--- config.mk ---
export PLATFORM = sky130hd
export DESIGN_NAME = qos_pop_scheduler_flat
export DESIGN_NICKNAME = d
export VERILOG_FILES = /design/src/rtl/qos_pop_scheduler_if.sv /design/src/rtl/qos_pop_scheduler.sv /design/src/flat_wrapper.sv
export SDC_FILE = /design/constraint.sdc
export NUM_CORES = 1
export LEC_CHECK = 0
export ABC_AREA = 1
export CAP_MARGIN = 20
export CELL_PAD_IN_SITES_DETAIL_PLACEMENT = 1
export CELL_PAD_IN_SITES_GLOBAL_PLACEMENT = 1
export CORE_MARGIN = 2
export CORE_UTILIZATION = 51
export CTS_CLUSTER_SIZE = 16
export DETAILED_ROUTE_END_ITERATION = 16
export DONT_BUFFER_PORTS = 1
export PLACE_DENSITY = 0.82
export SETUP_SLACK_MARGIN = 0.1
export SYNTH_ARGS = -nofsm -noshare
export SYNTH_HDL_FRONTEND = slang
export SYNTH_SLANG_ARGS = --single-unit
--- constraint.sdc ---
create_clock -name clk -period 4.9 [get_ports clk]
set_input_delay 0.98 -clock clk [delete_from_list [all_inputs] [get_ports clk]]
set_output_delay 0.98 -clock clk [all_outputs]
set_load 0.1 [all_outputs]
--- src/rtl/qos_pop_scheduler_if.sv ---
// qos_pop_scheduler_if: control, FIFO-status and read-strobe bundle of the QoS pop scheduler.
interface qos_pop_scheduler_if #(
  parameter int WEIGHT_W = 5
);
  logic                  init_i;
  logic [4*WEIGHT_W-1:0] weights_i;
  logic [3:0]            empty_i;
  logic                  pause_i;
  logic [3:0]            pop_o;
  logic [1:0]            pop_id_o;
  logic                  pop_valid_o;
  logic                  round_o;
  logic                  idle_o;
  modport master (
    output init_i, weights_i, empty_i, pause_i,
    input  pop_o, pop_id_o, pop_valid_o, round_o, idle_o
  );
  modport slave (
    input  init_i, weights_i, empty_i, pause_i,
    output pop_o, pop_id_o, pop_valid_o, round_o, idle_o
  );
endinterface

--- src/rtl/qos_pop_scheduler.sv ---
// qos_pop_scheduler: weighted round-robin read scheduler for the four QoS class FIFOs.
module qos_pop_scheduler #(
  parameter int WEIGHT_W = 5,
  parameter int NQ = 4
) (
  input logic clk,
  input logic rst_n,
  qos_pop_scheduler_if.slave sif
);
  localparam logic [1:0] S_IDLE = 2'd0;
  localparam logic [1:0] S_POP  = 2'd1;
  localparam logic [1:0] S_WAIT = 2'd2;
  logic [1:0] state_q, state_d, ptr_q, ptr_d, pop_id_q, pop_id_d;
  logic [3:0] pop_q, pop_d, elig;
  logic pop_valid_q, pop_valid_d, round_q, round_d, refill;
  logic [WEIGHT_W-1:0] weight_q [NQ];
  logic [WEIGHT_W-1:0] weight_d [NQ];
  logic [WEIGHT_W-1:0] credit_q [NQ];
  logic [WEIGHT_W-1:0] credit_d [NQ];
  logic [2:0] scan_idle, scan_wait;

  // returns {found, index} of the first set bit at or after start, wrapping 3->0
  function automatic logic [2:0] scan(input logic [1:0] start, input logic [3:0] el);
    logic [2:0] r;
    r = '0;
    for (int k = 3; k >= 0; k--)
      if (el[start + 2'(k)]) r = {1'b1, start + 2'(k)};
    return r;
  endfunction

  always_comb begin
    elig = '0;
    refill = 1'b0;
    for (int i = 0; i < NQ; i++) begin
      elig[i] = !sif.empty_i[i] && credit_q[i] != '0;
      refill = refill | (!sif.empty_i[i] && weight_q[i] != '0);
    end
  end

  assign scan_idle = scan(ptr_q, elig);
  assign scan_wait = scan(pop_id_q + 2'd1, elig);

  always_comb begin
    state_d = state_q;
    ptr_d = ptr_q;
    pop_id_d = pop_id_q;
    pop_valid_d = 1'b0;
    round_d = 1'b0;
    weight_d = weight_q;
    credit_d = credit_q;
    if (sif.init_i) begin
      for (int i = 0; i < NQ; i++) begin
        weight_d[i] = sif.weights_i[i*WEIGHT_W +: WEIGHT_W];
        credit_d[i] = sif.weights_i[i*WEIGHT_W +: WEIGHT_W];
      end
      ptr_d = '0;
      state_d = S_IDLE;
    end else if (state_q == S_POP) begin
      credit_d[pop_id_q] = credit_q[pop_id_q] - WEIGHT_W'(credit_q[pop_id_q] != '0);
      pop_valid_d = 1'b1;
      state_d = S_WAIT;
    end else if (state_q == S_IDLE) begin
      if (!sif.pause_i && scan_idle[2]) begin
        state_d = S_POP;
        pop_id_d = scan_idle[1:0];
      end else if (!scan_idle[2] && refill) begin
        credit_d = weight_q;
        round_d = 1'b1;
      end
    end else if (!sif.pause_i && elig[pop_id_q]) begin
      state_d = S_POP;
    end else begin
      // moving on: the round-robin start point passes the queue just served
      ptr_d = pop_id_q + 2'd1;
      state_d = (!sif.pause_i && scan_wait[2]) ? S_POP : S_IDLE;
      pop_id_d = (!sif.pause_i && scan_wait[2]) ? scan_wait[1:0] : pop_id_q;
    end
    pop_d = (state_d == S_POP) ? 4'b0001 << pop_id_d : 4'b0000;
  end

  always_ff @(posedge clk or negedge rst_n)
    if (!rst_n) begin
      state_q <= S_IDLE;
      ptr_q <= '0;
      pop_id_q <= '0;
      pop_q <= '0;
      pop_valid_q <= 1'b0;
      round_q <= 1'b0;
      for (int i = 0; i < NQ; i++) begin
        weight_q[i] <= WEIGHT_W'(1);
        credit_q[i] <= WEIGHT_W'(1);
      end
    end else begin
      state_q <= state_d;
      ptr_q <= ptr_d;
      pop_id_q <= pop_id_d;
      pop_q <= pop_d;
      pop_valid_q <= pop_valid_d;
      round_q <= round_d;
      weight_q <= weight_d;
      credit_q <= credit_d;
    end

  assign sif.pop_o = pop_q;
  assign sif.pop_id_o = pop_id_q;
  assign sif.pop_valid_o = pop_valid_q;
  assign sif.round_o = round_q;
  assign sif.idle_o = state_q == S_IDLE;
endmodule

--- src/flat_wrapper.sv ---
// flat-port wrapper written by rule: the top's interface ports become plain ports
module qos_pop_scheduler_flat 
#(
  parameter int WEIGHT_W = 5,
  parameter int NQ = 4
)
  (clk, rst_n, sif_init_i, sif_weights_i, sif_empty_i, sif_pause_i, sif_pop_o, sif_pop_id_o, sif_pop_valid_o, sif_round_o, sif_idle_o);
  qos_pop_scheduler_if #(.WEIGHT_W(WEIGHT_W)) sif_i ();
  input logic clk;
  input logic rst_n;
  input wire logic [$bits(sif_i.init_i)-1:0] sif_init_i;
  input wire logic [$bits(sif_i.weights_i)-1:0] sif_weights_i;
  input wire logic [$bits(sif_i.empty_i)-1:0] sif_empty_i;
  input wire logic [$bits(sif_i.pause_i)-1:0] sif_pause_i;
  output wire logic [$bits(sif_i.pop_o)-1:0] sif_pop_o;
  output wire logic [$bits(sif_i.pop_id_o)-1:0] sif_pop_id_o;
  output wire logic [$bits(sif_i.pop_valid_o)-1:0] sif_pop_valid_o;
  output wire logic [$bits(sif_i.round_o)-1:0] sif_round_o;
  output wire logic [$bits(sif_i.idle_o)-1:0] sif_idle_o;
  assign sif_i.init_i = sif_init_i;
  assign sif_i.weights_i = sif_weights_i;
  assign sif_i.empty_i = sif_empty_i;
  assign sif_i.pause_i = sif_pause_i;
  assign sif_pop_o = sif_i.pop_o;
  assign sif_pop_id_o = sif_i.pop_id_o;
  assign sif_pop_valid_o = sif_i.pop_valid_o;
  assign sif_round_o = sif_i.round_o;
  assign sif_idle_o = sif_i.idle_o;
  qos_pop_scheduler #(.WEIGHT_W(WEIGHT_W), .NQ(NQ)) u_core (.clk(clk), .rst_n(rst_n), .sif(sif_i));
endmodule
==> results of run 1 <==
## flip-flops by register name, summed over array words and instances, names as in the netlist
name and cells:
u_core.ptr_q 2, u_core.state_q 1, u_core.sif.pop_o 4, u_core.weight_q 20, u_core.credit_q 20, u_core.sif.pop_valid_o 1, u_core.sif.round_o 1, u_core.sif.pop_id_o 2
## critical path, cell delays in order, from the launching register on
cell and delay [ns]:
dfrtp_2 0.96, inv_2 0.30, o21ai_0 0.24, o22a_1 0.20, nand2_1 0.07, inv_1 0.08, nand4_1 0.11, ha_1 0.22
ha_1 0.21, nand3_1 0.12, xor2_1 0.41, o221ai_1 0.17, nor2_1 0.17, a21oi_1 0.06
## how the worst min path moves through the flow
stage | from | endpoint | cells after the start
after global routing | rst_n | u_core.credit_q[16]$_DFFE_PN0P_ | 0
after CTS | rst_n | u_core.credit_q[16]$_DFFE_PN0P_ | 0
final | rst_n | u_core.credit_q[16]$_DFFE_PN0P_ | 0
after detailed placement | u_core.weight_q[4]$_DFFE_PN0P_ | u_core.weight_q[4]$_DFFE_PN0P_ | 2
after global placement | u_core.weight_q[14]$_DFFE_PN0P_ | u_core.weight_q[14]$_DFFE_PN0P_ | 2
after floorplan | u_core.weight_q[14]$_DFFE_PN0P_ | u_core.weight_q[14]$_DFFE_PN0P_ | 2
## cells in the final DEF, fill, tap and decap left out
cell type,netlist,final
clkinv_2,0,1
nand3_4,1,1
nor2_2,2,3
o221ai_1,16,16
dfrtp_1,43,42
nand2_2,2,2
dfstp_2,8,8
nor3_1,1,1
o211ai_2,1,1
or2_2,1,1
o21ai_4,4,4
clkinv_1,1,1
a21oi_2,1,1
nand3_2,2,2
inv_1,34,34
o21ai_1,4,4
xor2_1,3,3
o22a_1,2,2
clkbuf_1,3,1
nand4_2,1,1
nand2_1,133,133
o22ai_1,2,2
clkbuf_8,0,5
nand3_1,25,25
buf_4,0,2
xnor2_1,2,2
mux2_4,12,12
dfrtp_2,0,1
nor2_1,38,37
ha_1,6,6
nand3b_1,1,1
nand4_1,3,3
o21bai_2,1,1
o21ai_0,22,22
a32o_1,2,2
a21oi_1,10,10
nand2_8,1,1
clkinvlp_4,0,1
inv_2,3,3
## kinds of logic (layout without fill, tap and decap cells)
family,Yosys count,after routing,share of synthesized area (%)
simple gates,211,211,28.6
mux,12,12,5.73
fa+ha+maj,6,6,2.39
flops,51,51,40.9
xor+xnor,5,5,1.39
compound gates,65,65,14.9
buf+inv,48,48,6.01
## final cells by class
class | instances | area, µm²
fillers | 765 | 2630
clock inverters | 2 | 12.5
inverters | 38 | 143
multi-input cells | 299 | 1670
flip-flops and latches | 51 | 1290
clock buffers | 6 | 72.6
repair buffers | 2 | 15.0
well taps | 75 | 93.8
## layer usage
| metal | GRT usage [%] | routed length (µm) | vias to the layer above |
|---|---|---|---|
| met5 | 0 | 0 | - |
| met4 | 7.17 | 81 | 0 |
| li1 | - | - | 1315 |
| met3 | 3.70 | 351 | 7 |
| met1 | 38.5 | 4150 | 1359 |
| met2 | 46.1 | 4270 | 68 |
## power by group
part	leakage, nW	switching [mW]	total [mW]	internal [mW]
clock	0.0412	0.149	0.249	0.100
sequential	0.620	0.108	0.598	0.491
combinational	0.979	0.439	0.660	0.221
total	1.64	0.696	1.51	0.812
## per-stage QoR
step	std cells	power (mW)	cell area, µm²
2_1_floorplan	398	1.08	3140
3_3_place_gp	465	1.24	3210
3_5_place_dp	465	1.26	3210
4_1_cts	473	1.51	3290
5_1_grt	473	1.61	3290
6_report	473	1.51	3290
==> run_results.csv, run 1 <==
group,metric,value,unit
sta,final_hold_viol_count,0,
detailed_routing,first_iter_violations,111,
synth,syn_area,0.00314,mm²
synth,synth_area_per_cell,7.89,µm²
setup_path,reg2reg_from,"u_core.sif.pop_id_o[0]$_DFF_PN0_",
setup_path,worst_setup_path_end_kind,"register",
sta,tightest_slew,0.983,ns
sta,setup_viol,0,
sta,rsz0062_at_grt,"no",
worst_hold_path,hp-class,"primary input to async pin",
setup_path,endpoint,"u_core.credit_q[9]$_DFFE_PN0P_",
sta,fin_crit_sh,70.4,%
sta,finalSetupTns,0,ns
synth,ys.flop_type,"dfrtp_1",
detailed_routing,final_antenna_net_count,0,
clock_tree,clock-sinks,51,
detailed_routing,drc,0,
detailed_routing,drtPass1Iterations,4,
synth,ys_async_sr_fraction,100,%
sta,skew,0.0120,ns
grt,track_usage,27.9,%
synth,synthTopCellsByArea,"dfrtp_1 34%, nand2_1 16%, dfstp_2 6.7%, mux2_4 5.7%, nor2_1 4.5%",
synth,synth.net_count,432,
floorplan,start_util,53.1,%
synth,yosys_warnings,0,
detailed_routing,drt-total-wl,8.85,mm
sta,relSlewSlack,34.5,%
detailed_routing,vias_per_cell,5.81,
clock_tree,holdBufCountCts,0,
grt,grt_first_pass_wirelength,13.9,mm
setup_path,timing.rr.end,"u_core.credit_q[9]$_DFFE_PN0P_",
synth,synthTopCellsByCount,"133 x nand2_1, 43 x dfrtp_1, 38 x nor2_1, 34 x inv_1, 25 x nand3_1",
detailed_routing,vias,2749,
floorplan,die_x,82.5,µm
sta,max_freq,0.290,GHz
place,io_buffers,0,
synth,ys_seq_elements,51,
synth,synth.top_cell.area_share,34.2,%
floorplan,rows,28,
grt,grt_max_degree,52,
clock_tree,cts-htree-levels,2,
setup_path,reg2reg_depth,13,
grt,grt_antenna_before_repair,0,
grt,grt_pass1_vias,2777,
floorplan,ioPinCount,37,
clock_tree,post_cts_buffers,0,
finish,final_util,55.6,%
status,status,"finished clean",
power,p_leak,1.64,nW
sta,min_period,3.45,ns
place,hpwl,6.70,mm
floorplan,dieArea,0.00680,mm²
setup_path,crit_type,"register to register",
run,drv_cap,0,
clock_tree,cts_tree,"built",
clock_tree,cts_made_buffers,5,
clock_tree,clock_tree.root_cell,"clkbuf_8",
finish,nNetsFinal,431,
floorplan,coreArea,0.00592,mm²
clock_tree,clk_pin_slew,0.10,ns
synth,yosysMostFrequentCell,"nand2_1",
finish,syn2layout_area_growth,4.82,%
setup_path,ff2ff_setup_slack,1.45,ns
sta,fin_ws,1.45,ns
setup_path,cp_max_fo,25,
floorplan,chipHeight,82.5,µm
clock_tree,clk_path_buf_depth,2,
synth,synth_edf_count,0,
grt,grt_overflow,0,
detailed_routing,wl_per_cell,18.7,µm
finish,antenna_cells,0,
setup_path,required,5.09,ns
setup_path,crit_start,"u_core.sif.pop_id_o[0]$_DFF_PN0_",
power,peakVddDrop,0.226,mV
finish,drive_gt1_share,12.8,%
clock_tree,post_cts_resized,0,
power,powerDensity,458,mW/mm²
synth,synth_top_area_cell,"dfrtp_1",
clock_tree,clk_latency,0.31,ns
place,preCtsSetupSlack,1.56,ns
sta,slew_violations,0,
place,gp_congestion,0.918,
synth,syn_inst,398,
setup_path,worstSetupStartpointType,"register",
synth,synthDistinctLibCells,35,
setup_path,arrival,3.64,ns
synth,seq_area_frac_synth,40.9,%
sta,holdWs,0.348,ns
Power figures use the tool's default switching activity.
==> inputs of run 2 (changes only) <==
--- a/config.mk
+++ b/config.mk
@@ -10,11 +10,11 @@
 export CELL_PAD_IN_SITES_DETAIL_PLACEMENT = 1
 export CELL_PAD_IN_SITES_GLOBAL_PLACEMENT = 1
 export CORE_MARGIN = 2
-export CORE_UTILIZATION = 51
+export CORE_UTILIZATION = 43
 export CTS_CLUSTER_SIZE = 16
 export DETAILED_ROUTE_END_ITERATION = 16
 export DONT_BUFFER_PORTS = 1
-export PLACE_DENSITY = 0.82
+export PLACE_DENSITY = 0.73
 export SETUP_SLACK_MARGIN = 0.1
 export SYNTH_ARGS = -nofsm -noshare
 export SYNTH_HDL_FRONTEND = slang
==> constraint.sdc (replaced) <==
create_clock -name clk -period 2.9 [get_ports clk]
set_input_delay 0.58 -clock clk [delete_from_list [all_inputs] [get_ports clk]]
set_output_delay 0.58 -clock clk [all_outputs]
set_load 0.1 [all_outputs]
==> run 2 against run 1 <==
Sequential share of layout area decreased by 2.2 points. Maximum frequency grew 28%. Utilization decreased by 6.9 points. Final area up 6.1%. Sequential power is 61% higher. Sequential cell count stayed put. Die area rose by 18%. Highest routed layer unchanged.
==> run_results.csv, run 2 (synthesized netlist as in run 1, its figures left out) <==
group,metric,value,unit
status,status,"finished clean",
detailed_routing,final_antenna_net_count,0,
grt,grt_max_degree,44,
setup_path,cp_max_fo,8,
finish,syn2layout_area_growth,11.2,%
place,gp_congestion,0.847,
place,preCtsSetupSlack,0.0464,ns
run,drv_cap,0,
detailed_routing,first_iter_violations,100,
grt,grt_overflow,0,
clock_tree,cts_tree,"built",
floorplan,start_util,43.8,%
floorplan,die_x,89.5,µm
grt,track_usage,25.3,%
floorplan,dieArea,0.00801,mm²
detailed_routing,drt-total-wl,9.14,mm
sta,min_period,2.70,ns
grt,grt_first_pass_wirelength,15.1,mm
sta,setup_viol,0,
detailed_routing,vias_per_cell,5.42,
setup_path,arrival,2.89,ns
place,place_area,0.00328,mm²
finish,fillers,881,
power,peakVddDrop,0.302,mV
clock_tree,cts-htree-levels,2,
clock_tree,clk_pin_slew,0.09,ns
sta,max_freq,0.371,GHz
clock_tree,cts_made_buffers,5,
grt,grt_antenna_before_repair,0,
setup_path,critical_path_buf_inv_count,2,
floorplan,coreArea,0.00718,mm²
finish,final_common_cell,"nand2_1",
sta,skew,0.00630,ns
detailed_routing,dr_wl_met2,4.52,mm
clock_tree,clk_latency,0.31,ns
sta,slew_violations,0,
sta,fin_ws,0.205,ns
clock_tree,clock_tree.root_cell,"clkbuf_8",
power,p_total,2.78,mW
sta,tightest_slew,0.868,ns
finish,final_area,0.00349,mm²
clock_tree,clk_path_buf_depth,2,
sta,fin_crit_sh,92.9,%
setup_path,worst_setup_path_end_kind,"register",
detailed_routing,met1Wirelength,4.33,mm
floorplan,chipHeight,89.5,µm
setup_path,slowest_delay,0.47,ns
place,hpwl,6.76,mm
grt,grt_pass1_vias,2904,
clock_tree,clock-sinks,51,
detailed_routing,vias,2763,
finish,drive_gt1_share,17.0,%
power,p_leak,1.73,nW
worst_hold_path,hp-class,"primary input to async pin",
detailed_routing,drtPass1Iterations,4,
floorplan,ioPinCount,37,
sta,relSlewSlack,42.2,%
setup_path,cp_top_family,"simple AND/OR/NAND/NOR gates",
setup_path,cp_cell_sequence,"buf_4 -> or2_2 -> a32o_1 -> inv_1 -> nand4_1 -> ha_1 -> ha_1 -> nand3_1 -> xor2_2 -> o221ai_1 -> nor2_1 -> a21oi_1",
place,io_buffers,0,
sta,rsz0062_at_grt,"yes",
finish,layout_common_cells,"133 x nand2_1, 41 x dfrtp_1, 37 x nor2_1",
setup_path,required,3.09,ns
detailed_routing,maxUsedRoutingLayer,"met4",
setup_path,worstSetupStartpointType,"register",
sta,finalSetupTns,0,ns
sta,final_hold_viol_count,0,
finish,final_util,48.7,%
setup_path,crit_top_cell,"ha_1",
setup_path,crit_type,"register to register",
detailed_routing,dr_wl_met3,210,µm
detailed_routing,wl_per_cell,17.9,µm
floorplan,rows,31,
setup_path,crit_path_top_delay_cell,"dfrtp_2",
power,powerDensity,796,mW/mm²
finish,nNetsFinal,444,
detailed_routing,drc,0,
finish,antenna_cells,0,
==> run 2: routing by layer <==
layer	global-route usage, %	vias up
li1	-	1340
met1	33.6	1377
met2	44.2	40
met3	3.14	6
met4	5.29	0
met5	0	-
==> run 2: cell type report <==
type	count	area, µm²	area share (%)
Multi-Input combinational cell	299	1690	48.2
Clock buffer	6	82.6	2.36
Timing Repair Buffer	15	133	3.80
Tap cell	99	124	3.54
Sequential cell	51	1290	36.9
Inverter	38	146	4.19
Clock inverter	2	35.0	1.00
==> run 2: path summary, 6_finish.rpt <==
| kind | depth (start not counted) | start | endpoint | slack (ns) |
|---|---|---|---|---|
| worst max-delay path | 12 | u_core.sif.pop_id_o[0]$_DFF_PN0_ | u_core.credit_q[4]$_DFFE_PN0P_ | 0.20 |
| worst min-delay path | 0 | rst_n | u_core.credit_q[0]$_DFFE_PN1P_ | 0.1 |
| worst max register to register | 12 | u_core.sif.pop_id_o[0]$_DFF_PN0_ | u_core.credit_q[4]$_DFFE_PN0P_ | 0.20 |
| worst min register to register | 2 | u_core.weight_q[5]$_DFFE_PN1P_ | u_core.weight_q[5]$_DFFE_PN1P_ | 0.50 |
| max in group asynchronous | 1 | rst_n | u_core.sif.pop_id_o[1]$_DFF_PN0_ | 2.58 |
| min in group clk | 1 | sif_init_i | u_core.sif.round_o$_DFF_PN0_ | 0.32 |
==> run 2: what timing repair did <==
item	CTS	global route
hold buffers	1	0
resized for setup	2	2
setup endpoints to repair	5	15
buffers inserted	0	7
pin swaps	0	2
endpoints found under the hold margin	43	0
gates cloned	0	0
==> run 2: power by group <==
part	leakage, nW	total, mW	switching, mW	internal (mW)
registers	0.619	0.962	0.131	0.831
logic	1.05	1.30	0.841	0.455
clock network	0.0612	0.524	0.244	0.279
total	1.73	2.78	1.22	1.57
==> run 2: per-stage QoR <==
| stage | cells | hold slack (ns) |
|---|---|---|
| floorplan | 398 | 0.284 |
| global placement | 494 | 0.286 |
| detailed placement | 494 | 0.286 |
| CTS | 503 | 0.0898 |
| global route | 510 | 0.0848 |
| finish | 510 | 0.0973 |
